$ cat src/rtl/player_motion_if.sv
// Player motion bus: frame inputs from game logic, registered sprite state back.
interface player_motion_if #(
    parameter int W  = 10,
    parameter int FW = 4
);
    logic                centerPlayer;
    logic [31:0]         keycode;
    logic [W-1:0]        neededBallSize;
    logic [W-1:0]        step;
    logic [FW-1:0]       frictionFactor;
    logic [W-1:0]        BallX;
    logic [W-1:0]        BallY;
    logic signed [W-1:0] xVelocity;
    logic signed [W-1:0] yVelocity;
    logic [W-1:0]        BallS;
    logic                sprinting;
    logic                holding;

    modport master (
        output centerPlayer, keycode, neededBallSize, step, frictionFactor,
        input  BallX, BallY, xVelocity, yVelocity, BallS, sprinting, holding
    );

    modport slave (
        input  centerPlayer, keycode, neededBallSize, step, frictionFactor,
        output BallX, BallY, xVelocity, yVelocity, BallS, sprinting, holding
    );
endinterface

$ cat src/rtl/player_motion_ctrl.sv
// Per-player sprite motion controller, one update per video frame: accelerating
// velocity with speed cap and friction, clamping walls, sprint/cooldown and
// post-goal hold state machines, and sprite-size animation.
module player_motion_ctrl #(
    parameter int W             = 10,
    parameter int FW            = 4,
    parameter int X_CENTER      = 429,
    parameter int Y_CENTER      = 240,
    parameter int X_MIN         = 0,
    parameter int X_MAX         = 639,
    parameter int Y_MIN         = 0,
    parameter int Y_MAX         = 479,
    parameter int ACCEL         = 1,
    parameter int UP_BIT        = 4,
    parameter int LEFT_BIT      = 3,
    parameter int DOWN_BIT      = 2,
    parameter int RIGHT_BIT     = 1,
    parameter int SPRINT_BIT    = 0,
    parameter int SPRINT_FRAMES = 60,
    parameter int COOL_FRAMES   = 120,
    parameter int HOLD_FRAMES   = 3,
    parameter int DEFAULT_SIZE  = 8
) (
    input logic            frame_clk,
    input logic            Reset,
    player_motion_if.slave bus
);
    // Two guard bits keep position + velocity +/- size from wrapping.
    localparam int EW   = W + 2;
    localparam int VLIM = (1 << (W - 1)) - 1;
    localparam int SMAX = (SPRINT_FRAMES > COOL_FRAMES) ? SPRINT_FRAMES : COOL_FRAMES;
    localparam int SCW  = $clog2(SMAX + 1);
    localparam int HCW  = $clog2(HOLD_FRAMES + 1);

    localparam logic [SCW-1:0]       SPRINT_LOAD = SCW'(SPRINT_FRAMES - 1);
    localparam logic [SCW-1:0]       COOL_LOAD   = SCW'(COOL_FRAMES - 1);
    localparam logic [HCW-1:0]       HOLD_LOAD   = HCW'(HOLD_FRAMES - 1);
    localparam logic [EW-1:0]        VLIM_E      = EW'(VLIM);
    localparam logic signed [EW-1:0] ACC         = EW'(ACCEL);

    typedef enum logic       { PLAY, HOLD } main_t;
    typedef enum logic [1:0] { READY, SPRINT, COOL } sprint_t;

    main_t               main_q, main_d;
    sprint_t             spr_q, spr_d;
    logic [HCW-1:0]      hold_cnt_q, hold_cnt_d;
    logic [SCW-1:0]      spr_cnt_q, spr_cnt_d;
    logic [W-1:0]        x_q, x_d, y_q, y_d, s_q, s_d;
    logic signed [W-1:0] vx_q, vx_d, vy_q, vy_d;
    logic signed [EW-1:0] vmax;
    logic                key_up, key_left, key_down, key_right, key_sprint, dir_any;
    logic                unused_keys;

    assign key_up      = bus.keycode[UP_BIT];
    assign key_left    = bus.keycode[LEFT_BIT];
    assign key_down    = bus.keycode[DOWN_BIT];
    assign key_right   = bus.keycode[RIGHT_BIT];
    assign key_sprint  = bus.keycode[SPRINT_BIT];
    assign dir_any     = (key_right != key_left) || (key_down != key_up);
    assign unused_keys = ^bus.keycode;

    // Speed limit; the boosted cap doubles the base and saturates at the signed maximum.
    function automatic logic signed [EW-1:0] speed_cap(input logic [W-1:0] base, input logic boost);
        logic [EW-1:0] raw;
        raw = boost ? {1'b0, base, 1'b0} : {2'b00, base};
        if (raw > VLIM_E) raw = VLIM_E;
        return $signed(raw);
    endfunction

    function automatic logic signed [EW-1:0] clamp_vel(input logic signed [EW-1:0] v,
                                                       input logic signed [EW-1:0] lim);
        if (v > lim)  return lim;
        if (v < -lim) return -lim;
        return v;
    endfunction

    // Decay toward zero without crossing it.
    function automatic logic signed [EW-1:0] apply_friction(input logic signed [EW-1:0] v,
                                                            input logic [FW-1:0] f);
        logic signed [EW-1:0] fe;
        fe = $signed(EW'(f));
        if (v >= 0) return (v <= fe) ? '0 : v - fe;
        return (-v <= fe) ? '0 : v + fe;
    endfunction

    // One axis: move by the previous velocity, update velocity, then clamp at the walls.
    function automatic void axis_update(
        input  logic [W-1:0]         p,
        input  logic signed [W-1:0]  v,
        input  logic                 pos_key,
        input  logic                 neg_key,
        input  logic signed [EW-1:0] lim,
        input  logic [FW-1:0]        fric,
        input  logic [W-1:0]         size,
        input  int                   lo,
        input  int                   hi,
        output logic [W-1:0]         p_n,
        output logic signed [W-1:0]  v_n
    );
        logic signed [EW-1:0] pe, ve, se, vn;
        ve = EW'(v);
        se = $signed({2'b00, size});
        pe = $signed({2'b00, p}) + ve;
        if (pos_key != neg_key) vn = clamp_vel(ve + (pos_key ? ACC : -ACC), lim);
        else                    vn = apply_friction(ve, fric);
        if (pe - se < EW'(lo)) begin
            pe = EW'(lo) + se;
            vn = '0;
        end else if (pe + se > EW'(hi)) begin
            pe = EW'(hi) - se;
            vn = '0;
        end
        p_n = pe[W-1:0];
        v_n = vn[W-1:0];
    endfunction

    // Next state for hold and sprint FSMs plus the motion datapath.
    always_comb begin
        main_d     = main_q;
        hold_cnt_d = hold_cnt_q;
        spr_d      = spr_q;
        spr_cnt_d  = spr_cnt_q;
        x_d        = x_q;
        y_d        = y_q;
        vx_d       = vx_q;
        vy_d       = vy_q;
        vmax       = speed_cap(bus.step, 1'b0);

        if (s_q < bus.neededBallSize)      s_d = s_q + 1'b1;
        else if (s_q > bus.neededBallSize) s_d = s_q - 1'b1;
        else                               s_d = s_q;

        if (bus.centerPlayer) begin
            main_d     = HOLD;
            hold_cnt_d = HOLD_LOAD;
            spr_d      = READY;
            spr_cnt_d  = '0;
            x_d        = W'(X_CENTER);
            y_d        = W'(Y_CENTER);
            vx_d       = '0;
            vy_d       = '0;
        end else if (main_q == HOLD) begin
            if (hold_cnt_q == '0) main_d = PLAY;
            else                  hold_cnt_d = hold_cnt_q - 1'b1;
        end else begin
            case (spr_q)
                READY: begin
                    if (key_sprint && dir_any) begin
                        spr_d     = SPRINT;
                        spr_cnt_d = SPRINT_LOAD;
                    end
                end
                SPRINT: begin
                    if (spr_cnt_q == '0 || !key_sprint) begin
                        spr_d     = COOL;
                        spr_cnt_d = COOL_LOAD;
                    end else begin
                        spr_cnt_d = spr_cnt_q - 1'b1;
                    end
                end
                COOL: begin
                    if (spr_cnt_q == '0) spr_d = READY;
                    else                 spr_cnt_d = spr_cnt_q - 1'b1;
                end
                default: begin
                    spr_d     = READY;
                    spr_cnt_d = '0;
                end
            endcase
            // Cap follows the sprint state being entered, so a sprint ending clamps at once.
            vmax = speed_cap(bus.step, spr_d == SPRINT);
            axis_update(x_q, vx_q, key_right, key_left, vmax, bus.frictionFactor, s_q,
                        X_MIN, X_MAX, x_d, vx_d);
            axis_update(y_q, vy_q, key_down, key_up, vmax, bus.frictionFactor, s_q,
                        Y_MIN, Y_MAX, y_d, vy_d);
        end
    end

    // Frame register for FSM state, counters and sprite state.
    always_ff @(posedge frame_clk) begin
        if (Reset) begin
            main_q     <= PLAY;
            hold_cnt_q <= '0;
            spr_q      <= READY;
            spr_cnt_q  <= '0;
            x_q        <= W'(X_CENTER);
            y_q        <= W'(Y_CENTER);
            vx_q       <= '0;
            vy_q       <= '0;
            s_q        <= W'(DEFAULT_SIZE);
        end else begin
            main_q     <= main_d;
            hold_cnt_q <= hold_cnt_d;
            spr_q      <= spr_d;
            spr_cnt_q  <= spr_cnt_d;
            x_q        <= x_d;
            y_q        <= y_d;
            vx_q       <= vx_d;
            vy_q       <= vy_d;
            s_q        <= s_d;
        end
    end

    assign bus.BallX     = x_q;
    assign bus.BallY     = y_q;
    assign bus.xVelocity = vx_q;
    assign bus.yVelocity = vy_q;
    assign bus.BallS     = s_q;
    assign bus.sprinting = (spr_q == SPRINT);
    assign bus.holding   = (main_q == HOLD);
endmodule

$ cat src/flat_wrapper.sv
// flat-port wrapper written by rule: the top's interface ports become plain ports
module player_motion_ctrl_flat 
#(
    parameter int W             = 10,
    parameter int FW            = 4,
    parameter int X_CENTER      = 429,
    parameter int Y_CENTER      = 240,
    parameter int X_MIN         = 0,
    parameter int X_MAX         = 639,
    parameter int Y_MIN         = 0,
    parameter int Y_MAX         = 479,
    parameter int ACCEL         = 1,
    parameter int UP_BIT        = 4,
    parameter int LEFT_BIT      = 3,
    parameter int DOWN_BIT      = 2,
    parameter int RIGHT_BIT     = 1,
    parameter int SPRINT_BIT    = 0,
    parameter int SPRINT_FRAMES = 60,
    parameter int COOL_FRAMES   = 120,
    parameter int HOLD_FRAMES   = 3,
    parameter int DEFAULT_SIZE  = 8
)
  (frame_clk, Reset, bus_centerPlayer, bus_keycode, bus_neededBallSize, bus_step, bus_frictionFactor, bus_BallX, bus_BallY, bus_xVelocity, bus_yVelocity, bus_BallS, bus_sprinting, bus_holding);
  player_motion_if #(.W(W), .FW(FW)) bus_i ();
  input logic frame_clk;
  input logic Reset;
  input wire logic [$bits(bus_i.centerPlayer)-1:0] bus_centerPlayer;
  input wire logic [$bits(bus_i.keycode)-1:0] bus_keycode;
  input wire logic [$bits(bus_i.neededBallSize)-1:0] bus_neededBallSize;
  input wire logic [$bits(bus_i.step)-1:0] bus_step;
  input wire logic [$bits(bus_i.frictionFactor)-1:0] bus_frictionFactor;
  output wire logic [$bits(bus_i.BallX)-1:0] bus_BallX;
  output wire logic [$bits(bus_i.BallY)-1:0] bus_BallY;
  output wire logic [$bits(bus_i.xVelocity)-1:0] bus_xVelocity;
  output wire logic [$bits(bus_i.yVelocity)-1:0] bus_yVelocity;
  output wire logic [$bits(bus_i.BallS)-1:0] bus_BallS;
  output wire logic [$bits(bus_i.sprinting)-1:0] bus_sprinting;
  output wire logic [$bits(bus_i.holding)-1:0] bus_holding;
  assign bus_i.centerPlayer = bus_centerPlayer;
  assign bus_i.keycode = bus_keycode;
  assign bus_i.neededBallSize = bus_neededBallSize;
  assign bus_i.step = bus_step;
  assign bus_i.frictionFactor = bus_frictionFactor;
  assign bus_BallX = bus_i.BallX;
  assign bus_BallY = bus_i.BallY;
  assign bus_xVelocity = bus_i.xVelocity;
  assign bus_yVelocity = bus_i.yVelocity;
  assign bus_BallS = bus_i.BallS;
  assign bus_sprinting = bus_i.sprinting;
  assign bus_holding = bus_i.holding;
  player_motion_ctrl #(.W(W), .FW(FW), .X_CENTER(X_CENTER), .Y_CENTER(Y_CENTER), .X_MIN(X_MIN), .X_MAX(X_MAX), .Y_MIN(Y_MIN), .Y_MAX(Y_MAX), .ACCEL(ACCEL), .UP_BIT(UP_BIT), .LEFT_BIT(LEFT_BIT), .DOWN_BIT(DOWN_BIT), .RIGHT_BIT(RIGHT_BIT), .SPRINT_BIT(SPRINT_BIT), .SPRINT_FRAMES(SPRINT_FRAMES), .COOL_FRAMES(COOL_FRAMES), .HOLD_FRAMES(HOLD_FRAMES), .DEFAULT_SIZE(DEFAULT_SIZE)) u_core (.frame_clk(frame_clk), .Reset(Reset), .bus(bus_i));
endmodule
$ cat config.mk
export PLATFORM = sky130hd
export DESIGN_NAME = player_motion_ctrl_flat
export DESIGN_NICKNAME = d
export VERILOG_FILES = /design/src/rtl/player_motion_if.sv /design/src/rtl/player_motion_ctrl.sv /design/src/flat_wrapper.sv
export SDC_FILE = /design/constraint.sdc
export NUM_CORES = 1
export LEC_CHECK = 0
export ABC_AREA = 1
export CAP_MARGIN = 20
export CELL_PAD_IN_SITES_DETAIL_PLACEMENT = 1
export CELL_PAD_IN_SITES_GLOBAL_PLACEMENT = 1
export CORE_AREA = 4 4 177 179
export DETAILED_ROUTE_END_ITERATION = 16
export DIE_AREA = 0 0 181 183
export MAX_ROUTING_LAYER = met4
export PLACE_DENSITY_LB_ADDON = 0.1
export SYNTH_ARGS = -nofsm -noshare
export SYNTH_HDL_FRONTEND = slang
export SYNTH_SLANG_ARGS = --single-unit
$ cat constraint.sdc
create_clock -name frame_clk -period 5.9 [get_ports frame_clk]
set_input_delay 1.18 -clock frame_clk [delete_from_list [all_inputs] [get_ports frame_clk]]
set_output_delay 1.18 -clock frame_clk [all_outputs]
set_load 0.05 [all_outputs]
==> metrics.csv, run 1 <==
stage,metric,value,unit
clock_network,htree_levels,3,
setup_path,crit_required,6.17,ns
cells_and_area,most-common-layout-cells,"350 x nand2_1, 264 x inv_1, 161 x ha_1, 155 x a21oi_1, 120 x nand3_1",
routing,avgViaCountPerCell,5.16,
clock_network,cts_root_buf,clkbuf_16,
routing,wire_per_inst,17.1,um
setup_path,critPathArrivalTime,5.50,ns
global_route,grt_max_degree,38,
yosys,yosysWarnings,0,
yosys,synth_simple_gate_area_share,29.9,%
yosys,synth_top_family_by_area,simple AND/OR/NAND/NOR gates,
setup_path,crit_path_max_incr_delay,0.50,ns
routing,vias,11000,
routing,drt_pass1_iterations,5,
floorplanning,num_rows,63,
cells_and_area,area_delta_synth_final,17.7,%
clock_network,ctsResizeCount,0,
run_status,status,"finished, final reports clean",
clock_network,numClockSinks,62,
floorplanning,core,0.0296,mm2
setup_path,rr_worst_depth,24,
timing,max_freq,0.191,GHz
global_route,grt_usage,22.7,%
yosys,syn_inst,1631,
yosys,synth-adder-area-share,21.7,%
hold_path,min_to,u_core.spr_cnt_q[0],
hold_path,hold_class,reg2reg,
timing,worst_slew_pin_slew,0.681,ns
timing,whs,0.468,ns
floorplanning,die_area,0.0331,mm2
hold_path,hold_path_startpoint,u_core.spr_cnt_q[0],
placement,io_buffers,83,
clock_network,clk_latency,0.35,ns
routing,ant_nets,0,
placement,dp.final_hpwl,29.6,mm
placement,dp.cells,2115,
global_route,grt_first_pass_wirelength,59.7,mm
yosys,synth_area,0.0103,mm2
timing,hold_viol,0,
setup_path,crit_path_end_kind,register,
yosys,yosysUniqueCellTypes,53,
timing,period_minus_slack,5.22,ns
setup_path,critPathMostFrequentCell,nand2_1,
placement,gp_congestion,0.875,
floorplanning,die_y,183,um
yosys,ys_ff_latch,62,
timing,finClkSkew,0.0108,ns
cells_and_area,drive_above_1_share,6.84,%
cells_and_area,sequential_cell_area,0.00124,mm2
clock_network,cts_tree,built,
cells_and_area,final_common_cell,nand2_1,
timing,min_period_over_period,88.5,%
floorplanning,die_w,181,um
routing,drc,0,
hold_path,hold_depth,2,
cells_and_area,stdcell_count,2130,
timing,finalSetupViolations,0,
cells_and_area,n_antenna_cell,0,
clock_network,cts_buffer_depth,2,
routing,routed_wl,36.4,mm
clock_network,cts_buffers,9,
clock_network,post_cts_buffers,0,
setup_path,worst-setup-path-type,in2reg,
timing,rsz0062_at_grt,false,
cells_and_area,fillers,3920,
setup_path,cpMaxStageDelayCell,clkdlybuf4s50_1,
routing,first_iter_violations,464,
yosys,yosysSeqAreaShare,12.1,%
timing,maxSlewHeadroom,54.6,%
setup_path,reg2reg_slack,1.10,ns
timing,drv_slew,0,
yosys,synthMuxAreaShare,0,%
clock_network,ctsHoldBuffers,0,
clock_network,path_clk_slew,0.06,ns
global_route,grt_overflow,0,
cells_and_area,final_nets,1967,
setup_path,r2r_start,u_core.bus.BallX[2],
flow_run,maxCapViolCount,0,
global_route,first_global_vias,11500,
timing,tns,0,ns
yosys,synthXorXnorAreaFrac,6.21,%
setup_path,reg2reg_to,u_core.bus.xVelocity[5],
setup_path,cp-start-kind,primary input,
yosys,synth.avg_cell_area,6.31,um2
floorplanning,start_util,34.8,%
setup_path,cp_max_fo,10,
floorplanning,ios,111,
global_route,grt_antenna_before_repair,0,
yosys,synth_compound_area_share,18.8,%
setup_path,crit_start,bus_keycode[1],
cells_and_area,multi_input_area,0.00791,mm2
-- cells by family after synthesis --
kind of cell,after synthesis
buffers and inverters,306
XOR/XNOR,73
flip-flops,62
AND/OR/NAND/NOR,673
other,1
AO/OA/AOI/OAI,344
adder cells (fa/ha/maj),172
-- stage by stage --
step / cell area (um2) / setup WS [ns] / util (%)
2_1_floorplan: 10300 / 1.24 / -
3_3_place_gp: 11800 / 0.339 / 39.9
3_5_place_dp: 11800 / 0.297 / 39.9
4_1_cts: 12100 / 0.632 / 41.0
5_1_grt: 12100 / 0.158 / 41.0
6_report: 12100 / 0.677 / 41.0
-- synthesized netlist by cell type (all sizes together) --
master,count,area (um2)
a21o,1,7.51
fa,11,220
clkbuf,27,101
a21oi,158,802
o211ai,16,120
or2,7,43.8
o21bai,24,180
conb,1,3.75
o21ai,105,526
nand3b,5,37.5
a21boi,3,22.5
inv,274,1030
o311ai,1,8.76
ha,161,2010
buf,3,20.0
and2,3,18.8
or4,1,7.51
nor4,1,6.26
a221o,1,10.0
nor2,114,479
a31o,1,8.76
o22ai,1,6.26
a2111o,1,11.3
nand3,135,781
a31oi,12,75.1
o221ai,6,52.6
a22o,1,8.76
nand2,372,1500
dfxtp,62,1240
a211oi,1,7.51
o31ai,4,30.0
o21a,6,45.0
nor3b,2,15.0
nand4,16,106
clkinv,2,7.51
a221oi,1,8.76
nor3,17,85.1
o2111ai,1,8.76
xor2,58,508
xnor2,15,131
-- sequential cells by signal, indices dropped and copies added, names as in the netlist --
signal                count
u_core.bus.BallX         10
u_core.spr_cnt_q          7
u_core.hold_cnt_q         2
u_core.bus.yVelocity     10
u_core.bus.xVelocity     10
u_core.bus.holding        1
u_core.bus.BallS         10
u_core.spr_q              2
u_core.bus.BallY         10
-- layout make-up --
class                           count  share of cell area (%)
Inverter                          276                    8.55
Timing Repair Buffer              121                    9.21
Clock inverter                      3                   0.558
Tap cell                          390                    4.03
Clock buffer                       12                    2.12
Multi-Input combinational cell   1266                    65.3
Sequential cell                    62                    10.2
-- worst max-delay path: cells and delay by family --
family          cells  cell delay (ns)
fa+ha+maj           2             0.49
simple gates       16             1.80
xor+xnor            1             0.29
compound gates      4             0.69
buf+inv             6             1.03
-- metal layers --
metal  routed length [um]  vias up  global-route usage [%]
met5                    0        -                       -
met4                  991        0                    6.57
met3                  804       44                    2.10
met2                18200      133                    40.7
met1                16400     5242                    27.2
li1                     -     5562                       -
-- worst max-delay path by stage --
stage / endpoint / slack (ns) / depth (start not counted)
4_1_cts: u_core.bus.yVelocity[8] / 0.63 / 29
2_1_floorplan: u_core.bus.yVelocity[0] / 1.24 / 31
6_report: u_core.bus.xVelocity[8] / 0.68 / 29
3_5_place_dp: u_core.bus.yVelocity[8] / 0.30 / 29
5_1_grt: u_core.bus.xVelocity[8] / 0.16 / 30
3_3_place_gp: u_core.bus.xVelocity[8] / 0.34 / 28
Power of run 1 is left out: the tool's default activity adds up to more than one toggle a clock period on the data nets, which glitch-free logic cannot reach.
==> run 2: changes to the inputs <==
Settings changed: CORE_AREA 4 4 177 179 to 4 4 197 161, DIE_AREA 0 0 181 183 to 0 0 201 165.
==> run 2 against run 1 <==
Compared with the run above: core utilization down 0.59 points; register-to-register slack worse by 0.05 ns; clock skew up 0.0010 ns; non-clock buffer count down 1.
==> metrics.csv, run 2 (same netlist as run 1, synthesis figures left out) <==
stage,metric,value,unit,change
hold_path,hold_depth,2,,unchanged
routing,first_iter_violations,583,,was 464
clock_network,cts_buffer_depth,2,,unchanged
floorplanning,die_y,165,um,was 183 um
global_route,grt_first_pass_wirelength,59.9,mm,was 59.7 mm
timing,maxSlewHeadroom,53.1,%,was 54.6%
global_route,grt_usage,23.2,%,was 22.7%
timing,setup_ws,0.546,ns,was 0.677 ns
clock_network,ctsResizeCount,0,,unchanged
flow_run,maxCapViolCount,0,,unchanged
timing,rsz0062_at_grt,false,,unchanged
timing,tns,0,ns,unchanged
setup_path,cp-start-kind,primary input,,unchanged
setup_path,worst-path-stages,30,,was 29
routing,drt_pass1_iterations,5,,unchanged
clock_network,ctsHoldBuffers,0,,unchanged
cells_and_area,final_common_cell,nand2_1,,unchanged
cells_and_area,design_area,0.0121,mm2,about the same
routing,ant_nets,0,,unchanged
setup_path,critPathArrivalTime,5.64,ns,was 5.50 ns
floorplanning,num_rows,57,,was 63
setup_path,crit_path_max_incr_delay,0.57,ns,was 0.50 ns
placement,dp.final_hpwl,30.5,mm,was 29.6 mm
timing,finalSetupViolations,0,,unchanged
setup_path,path_delay_family,simple AND/OR/NAND/NOR gates,,unchanged
clock_network,htree_levels,3,,unchanged
clock_network,cts_root_buf,clkbuf_16,,unchanged
placement,gp_congestion,0.886,,was 0.875
routing,routed_wl,37.5,mm,was 36.4 mm
cells_and_area,final_nets,1966,,was 1967
global_route,grt_overflow,0,,unchanged
placement,io_buffers,83,,unchanged
timing,period_minus_slack,5.35,ns,was 5.22 ns
cells_and_area,area_delta_synth_final,17.2,%,was 17.7%
setup_path,cp_num_buf_inv,6,,unchanged
timing,finClkSkew,0.0119,ns,was 0.0108 ns
global_route,grt_max_degree,35,,was 38
timing,min_period_over_period,90.7,%,was 88.5%
setup_path,cpMaxStageDelayCell,clkdlybuf4s50_1,,unchanged
cells_and_area,fillers,3943,,was 3920
setup_path,crit_path_end_kind,register,,unchanged
timing,worst_slew_pin_slew,0.702,ns,was 0.681 ns
clock_network,cts_tree,built,,unchanged
routing,drc,0,,unchanged
floorplanning,die_w,201,um,was 181 um
floorplanning,core,0.0299,mm2,was 0.0296 mm2
cells_and_area,multi_input_area,0.00791,mm2,unchanged
routing,vias,10900,,was 11.0k
clock_network,cts_buffers,9,,unchanged
floorplanning,start_util,34.5,%,was 34.8%
floorplanning,die_area,0.0332,mm2,was 0.0331 mm2
setup_path,worst-setup-path-type,in2reg,,unchanged
cells_and_area,n_antenna_cell,0,,unchanged
global_route,grt_antenna_before_repair,0,,unchanged
cells_and_area,sequential_cell_area,0.00124,mm2,unchanged
timing,whs,0.477,ns,was 0.468 ns
setup_path,rr_worst_depth,27,,was 24
run_status,status,"finished, final reports clean",,unchanged
routing,avgViaCountPerCell,5.12,,was 5.16
global_route,first_global_vias,10900,,was 11.5k
clock_network,clk_latency,0.35,ns,about the same
setup_path,cp_max_fo,16,,was 10
setup_path,crit_required,6.18,ns,was 6.17 ns
routing,wire_per_inst,17.7,um,was 17.1 um
placement,post-place-ws,0.304,ns,was 0.297 ns
timing,max_freq,0.187,GHz,was 0.191 GHz
cells_and_area,drive_above_1_share,6.84,%,about the same
clock_network,path_clk_slew,0.06,ns,about the same
timing,drv_slew,0,,unchanged
setup_path,critPathMostFrequentCell,nand2_1,,unchanged
floorplanning,ios,111,,unchanged
cells_and_area,most-common-layout-cells,"350 x nand2_1, 264 x inv_1, 161 x ha_1, 155 x a21oi_1, 120 x nand3_1",,unchanged
clock_network,post_cts_buffers,0,,unchanged
placement,placed_cell_area,0.0118,mm2,about the same
hold_path,hold_class,reg2reg,,unchanged
clock_network,numClockSinks,62,,unchanged
timing,hold_viol,0,,unchanged
[run 2: cell count changes in the layout (fill, tap and decap cells not counted), sizes merged]
cell,change
clkbuf,+1
clkinvlp,+1
buf,-1
bufinv,-2
[run 2: through the flow]
step	std cells	util (%)
after global routing	2122	40.4
final	2122	40.4
after floorplan	1634	-
after CTS	2122	40.4
after global placement	2107	39.4
after detailed placement	2107	39.4
[run 2: routing by layer]
layer	GRT usage (%)	up-vias	routed length, um
li1	-	5555	-
met1	34.8	5181	21000
met2	34.7	112	15400
met3	2.39	14	882
met4	2.41	0	215
met5	-	-	0
[run 2: final timing paths]
check,startpoint,end,slack (ns)
worst max register to register,u_core.bus.yVelocity[2],u_core.bus.yVelocity[2],1.05
worst min-delay path,u_core.spr_cnt_q[0],u_core.spr_cnt_q[0],0.48
worst max-delay path,bus_keycode[2],u_core.bus.yVelocity[7],0.55
worst min register to register,u_core.spr_cnt_q[0],u_core.spr_cnt_q[0],0.48
[run 2: area by class of cell]
class / instances / area share [%]
timing repair buffer: 120 / 9.18
multi-input combinational: 1266 / 65.5
sequential: 62 / 10.3
inverter: 276 / 8.58
clock inverter: 2 / 0.124
tap: 383 / 3.97
clock buffer: 13 / 2.32
[run 2: worst reg2reg max path, cell delays in order (launching register included)]
cell and delay [ns]:
dfxtp_1 0.44, ha_1 0.33, a21oi_1 0.17, and2_1 0.20, inv_1 0.05, a21oi_1 0.12, nor2_1 0.05, nor2_1 0.11
xor2_1 0.15, inv_1 0.11, ha_1 0.36, inv_1 0.09, a21oi_1 0.13, o31ai_1 0.08, o21bai_1 0.18, nand2_1 0.09
nand2_1 0.06, a21oi_1 0.16, nor2_1 0.09, o21ai_0 0.15, nand2_1 0.08, xor2_1 0.14, nand3_1 0.09, nand2_1 0.43
nand3_1 0.45, nor2_1 0.24, nand2_1 0.08, a21oi_1 0.12
Power of run 2 is left out for the same reason.
==> run 3: changes to the inputs <==
Settings changed: ABC_AREA 1 to 0, CORE_AREA 4 4 197 161 to 4 4 196 160, DIE_AREA 0 0 201 165 to 0 0 200 164, SETUP_SLACK_MARGIN from default to 0.05.
==> run 3 against run 2 <==
Compared with the run above: clock-buffer cell count shrank 3; first-iteration DRC count grew 4.3%; die area shrank 1.1%; final cell count shrank 12%; design area grew 2.2%; critical path depth shrank 7; synthesized cell count shrank 17%; area after synthesis shrank 1.6%; worst setup slack lost 0.29 ns; register-to-register slack lost 0.48 ns; critical endpoint is now u_core.bus.yVelocity[6].
==> metrics.csv, run 3 <==
stage,metric,value,unit,change
run_status,status,"finished, final reports clean",,unchanged
setup_path,reg2reg_slack,0.57,ns,was 1.05 ns
placement,io_buffers,83,,unchanged
global_route,first_global_vias,10700,,was 10.9k
yosys,yosys.area.top_type,ha_1,,unchanged
floorplanning,start_util,34.7,%,was 34.5%
clock_network,numClockSinks,62,,unchanged
yosys,yosysUniqueCellTypes,89,,was 53
timing,period_minus_slack,5.65,ns,was 5.35 ns
cells_and_area,most-common-layout-cells,"160 x ha_1, 130 x nor2_1, 110 x a21oi_1, 100 x inv_1, 94 x buf_4",,"was 350 x nand2_1, 264 x inv_1, 161 x ha_1, 155 x a21oi_1, 120 x nand3_1"
clock_network,clk_latency,0.35,ns,about the same
yosys,yosysSeqAreaShare,12.2,%,was 12.1%
cells_and_area,drive_above_1_share,12.0,%,was 6.84%
global_route,grt_max_degree,23,,was 35
cells_and_area,n_antenna_cell,0,,unchanged
yosys,synthArstFlopShare,0,%,unchanged
setup_path,reg2reg_to,u_core.bus.yVelocity[5],,was u_core.bus.yVelocity[2]
clock_network,cts_buffer_depth,2,,unchanged
timing,finClkSkew,0.0133,ns,was 0.0119 ns
cells_and_area,final_common_cell,ha_1,,was nand2_1
setup_path,crit_path_end_kind,register,,unchanged
yosys,ys_ff_latch,62,,unchanged
yosys,yosysWarnings,0,,unchanged
routing,routed_wl,39.5,mm,was 37.5 mm
yosys,synth.avg_cell_area,7.53,um2,was 6.31 um2
setup_path,critPathArrivalTime,5.90,ns,was 5.64 ns
floorplanning,core,0.0292,mm2,was 0.0299 mm2
global_route,grt_antenna_before_repair,0,,unchanged
yosys,synth_area_leaders,"ha_1 20%, dfxtp_1 12%, a21oi_1 5.5%",,"was ha_1 20%, nand2_1 13%, dfxtp_1 12%"
floorplanning,die_w,200,um,was 201 um
flow_run,maxCapViolCount,0,,unchanged
timing,min_period_over_period,95.7,%,was 90.7%
global_route,busiest_layer,met1,,unchanged
clock_network,cts_tree,built,,unchanged
global_route,met3_usage,3.10,%,was 2.39%
yosys,ys.flop_type,dfxtp_1,,unchanged
cells_and_area,final_nets,1721,,was 1966
setup_path,cpMaxStageDelayCell,clkdlybuf4s50_1,,unchanged
routing,ant_nets,0,,unchanged
timing,rsz0062_at_grt,true,,was false
floorplanning,die_area,0.0328,mm2,was 0.0332 mm2
floorplanning,ios,111,,unchanged
yosys,synth_commonest_cells,"161 x ha_1, 132 x nor2_1, 111 x a21oi_1",,"was 350 x nand2_1, 264 x inv_1, 161 x ha_1"
setup_path,cp_max_fo,10,,was 16
global_route,grt_overflow,0,,unchanged
clock_network,cts_buffers,9,,unchanged
setup_path,crit_path_max_incr_delay,0.60,ns,was 0.57 ns
cells_and_area,area_delta_synth_final,21.8,%,was 17.2%
global_route,use_met1,38.1,%,was 34.8%
routing,drc,0,,unchanged
yosys,syn_inst,1346,,was 1631
yosys,synth-edff-count,0,,unchanged
timing,maxSlewHeadroom,39.1,%,was 53.1%
floorplanning,die_y,164,um,was 165 um
timing,max_freq,0.177,GHz,was 0.187 GHz
yosys,yosysMostFrequentCell,ha_1,,was nand2_1
clock_network,htree_levels,3,,unchanged
routing,drt_pass1_iterations,8,,was 5
clock_network,path_clk_slew,0.07,ns,was 0.06 ns
placement,dp.final_hpwl,32.1,mm,was 30.5 mm
hold_path,hold_class,reg2reg,,unchanged
setup_path,endpoint,u_core.bus.yVelocity[6],,was u_core.bus.yVelocity[7]
setup_path,rr_worst_depth,17,,was 27
timing,tns,0,ns,unchanged
yosys,synth_area,0.0101,mm2,was 0.0103 mm2
setup_path,r2r_start,u_core.bus.BallY[0],,was u_core.bus.yVelocity[2]
global_route,grt_usage,24.7,%,was 23.2%
yosys,synth_top_area_share,19.9,%,was 19.6%
timing,finalSetupViolations,0,,unchanged
setup_path,critical_path.cell_chain,clkdlybuf4s50_1 > xor2_2 > nor3_1 > or3_4 > nor3_2 > nor2_1 > nor2_1 > ha_2 > buf_4 > nand4b_1 > or3_1 > o31ai_1 > a21oi_1 > or2_4 > ha_1 > maj3_1 > maj3_1 > o21ai_2 > o21ai_1 > buf_4 > nand2_1 > o2111ai_1 > a22o_1,,
timing,drv_slew,0,,unchanged
timing,worst_slew_pin_slew,0.913,ns,was 0.702 ns
clock_network,ctsHoldBuffers,0,,unchanged
global_route,use_met2,34.6,%,was 34.7%
setup_path,crit_required,6.15,ns,was 6.18 ns
setup_path,cp-start-kind,primary input,,unchanged
routing,vias,10700,,was 10.9k
cells_and_area,fillers,3624,,was 3943
routing,first_iter_violations,608,,was 583
floorplanning,num_rows,56,,was 57
setup_path,worst-setup-path-type,in2reg,,unchanged
routing,wire_per_inst,21.1,um,was 17.7 um
placement,gp_congestion,0.943,,was 0.886
timing,hold_viol,0,,unchanged
routing,avgViaCountPerCell,5.71,,was 5.12
setup_path,crit_start,bus_keycode[2],,unchanged
global_route,grt_first_pass_wirelength,62.3,mm,was 59.9 mm
clock_network,cts_root_buf,clkbuf_16,,unchanged
[run 3: critical path, delay by kind of cell]
kind / cells / cell delay [ns]
adders and majority gates: 4 / 1.16
xor gates and xnor gates: 1 / 0.20
and+or+nand+nor: 9 / 1.64
buffers and inverters: 3 / 0.90
AOI/OAI and AO/OA: 6 / 0.80
[run 3: final cells by class]
type                    instances  area (um2)  share of cell area (%)
clock inverters                 6        85.1                   0.689
well taps                     377         472                    3.82
repair buffers                178        1550                    12.6
multi-input cells            1138        8380                    67.9
flip-flops and latches         62        1240                    10.1
inverters                     101         380                    3.08
clock buffers                  10         239                    1.94
[run 3: worst min path at each step]
stage	to	slack (ns)	from	cells past startpoint
2_1_floorplan	u_core.spr_cnt_q[6]	0.45	u_core.spr_cnt_q[6]	2
3_3_place_gp	u_core.spr_cnt_q[6]	0.47	u_core.spr_cnt_q[6]	2
3_5_place_dp	u_core.hold_cnt_q[0]	0.48	u_core.hold_cnt_q[1]	2
4_1_cts	u_core.hold_cnt_q[0]	0.49	u_core.hold_cnt_q[0]	2
5_1_grt	u_core.hold_cnt_q[0]	0.54	u_core.hold_cnt_q[1]	2
6_report	u_core.hold_cnt_q[0]	0.49	u_core.hold_cnt_q[1]	2
[run 3: kinds of logic after synthesis]
| kind of cell | Yosys count | share of synthesized area (%) |
|---|---|---|
| flops | 62 | 12.2 |
| buf+inv | 149 | 5.73 |
| simple gates | 407 | 19.9 |
| compound gates | 457 | 31.0 |
| fa+ha+maj | 177 | 22.5 |
| mux | 27 | 2.80 |
| xor+xnor | 66 | 5.78 |
| other cells | 1 | 0.0370 |
[run 3: timing repair]
item / in CTS / in global routing
endpoints found under the setup margin: 6 / 20
resized for setup: 2 / 16
pin swaps: 0 / 8
buffers inserted: 0 / 1
[run 3: layer usage]
| metal | up-vias | routed length [um] | part of all wire, % |
|---|---|---|---|
| met1 | 5195 | 21400 | 54 |
| met5 | - | 0 | 0 |
| li1 | 5255 | - | - |
| met2 | 205 | 16000 | 41 |
| met3 | 38 | 1470 | 3.7 |
| met4 | 0 | 552 | 1.4 |
[run 3: per-stage QoR]
step / hold slack [ns] / instance area (um2) / worst slack, ns / utilization (%) / std cells
floorplan: 0.448 / 10100 / 0.238 / - / 1349
global placement: 0.468 / 11900 / -0.220 / 40.9 / 1854
detailed placement: 0.480 / 12000 / -0.340 / 40.9 / 1855
CTS: 0.491 / 12300 / 0.0859 / 42.1 / 1871
global route: 0.537 / 12300 / 0.0301 / 42.2 / 1872
finish: 0.490 / 12300 / 0.252 / 42.2 / 1872
Power of run 3 is left out for the same reason.
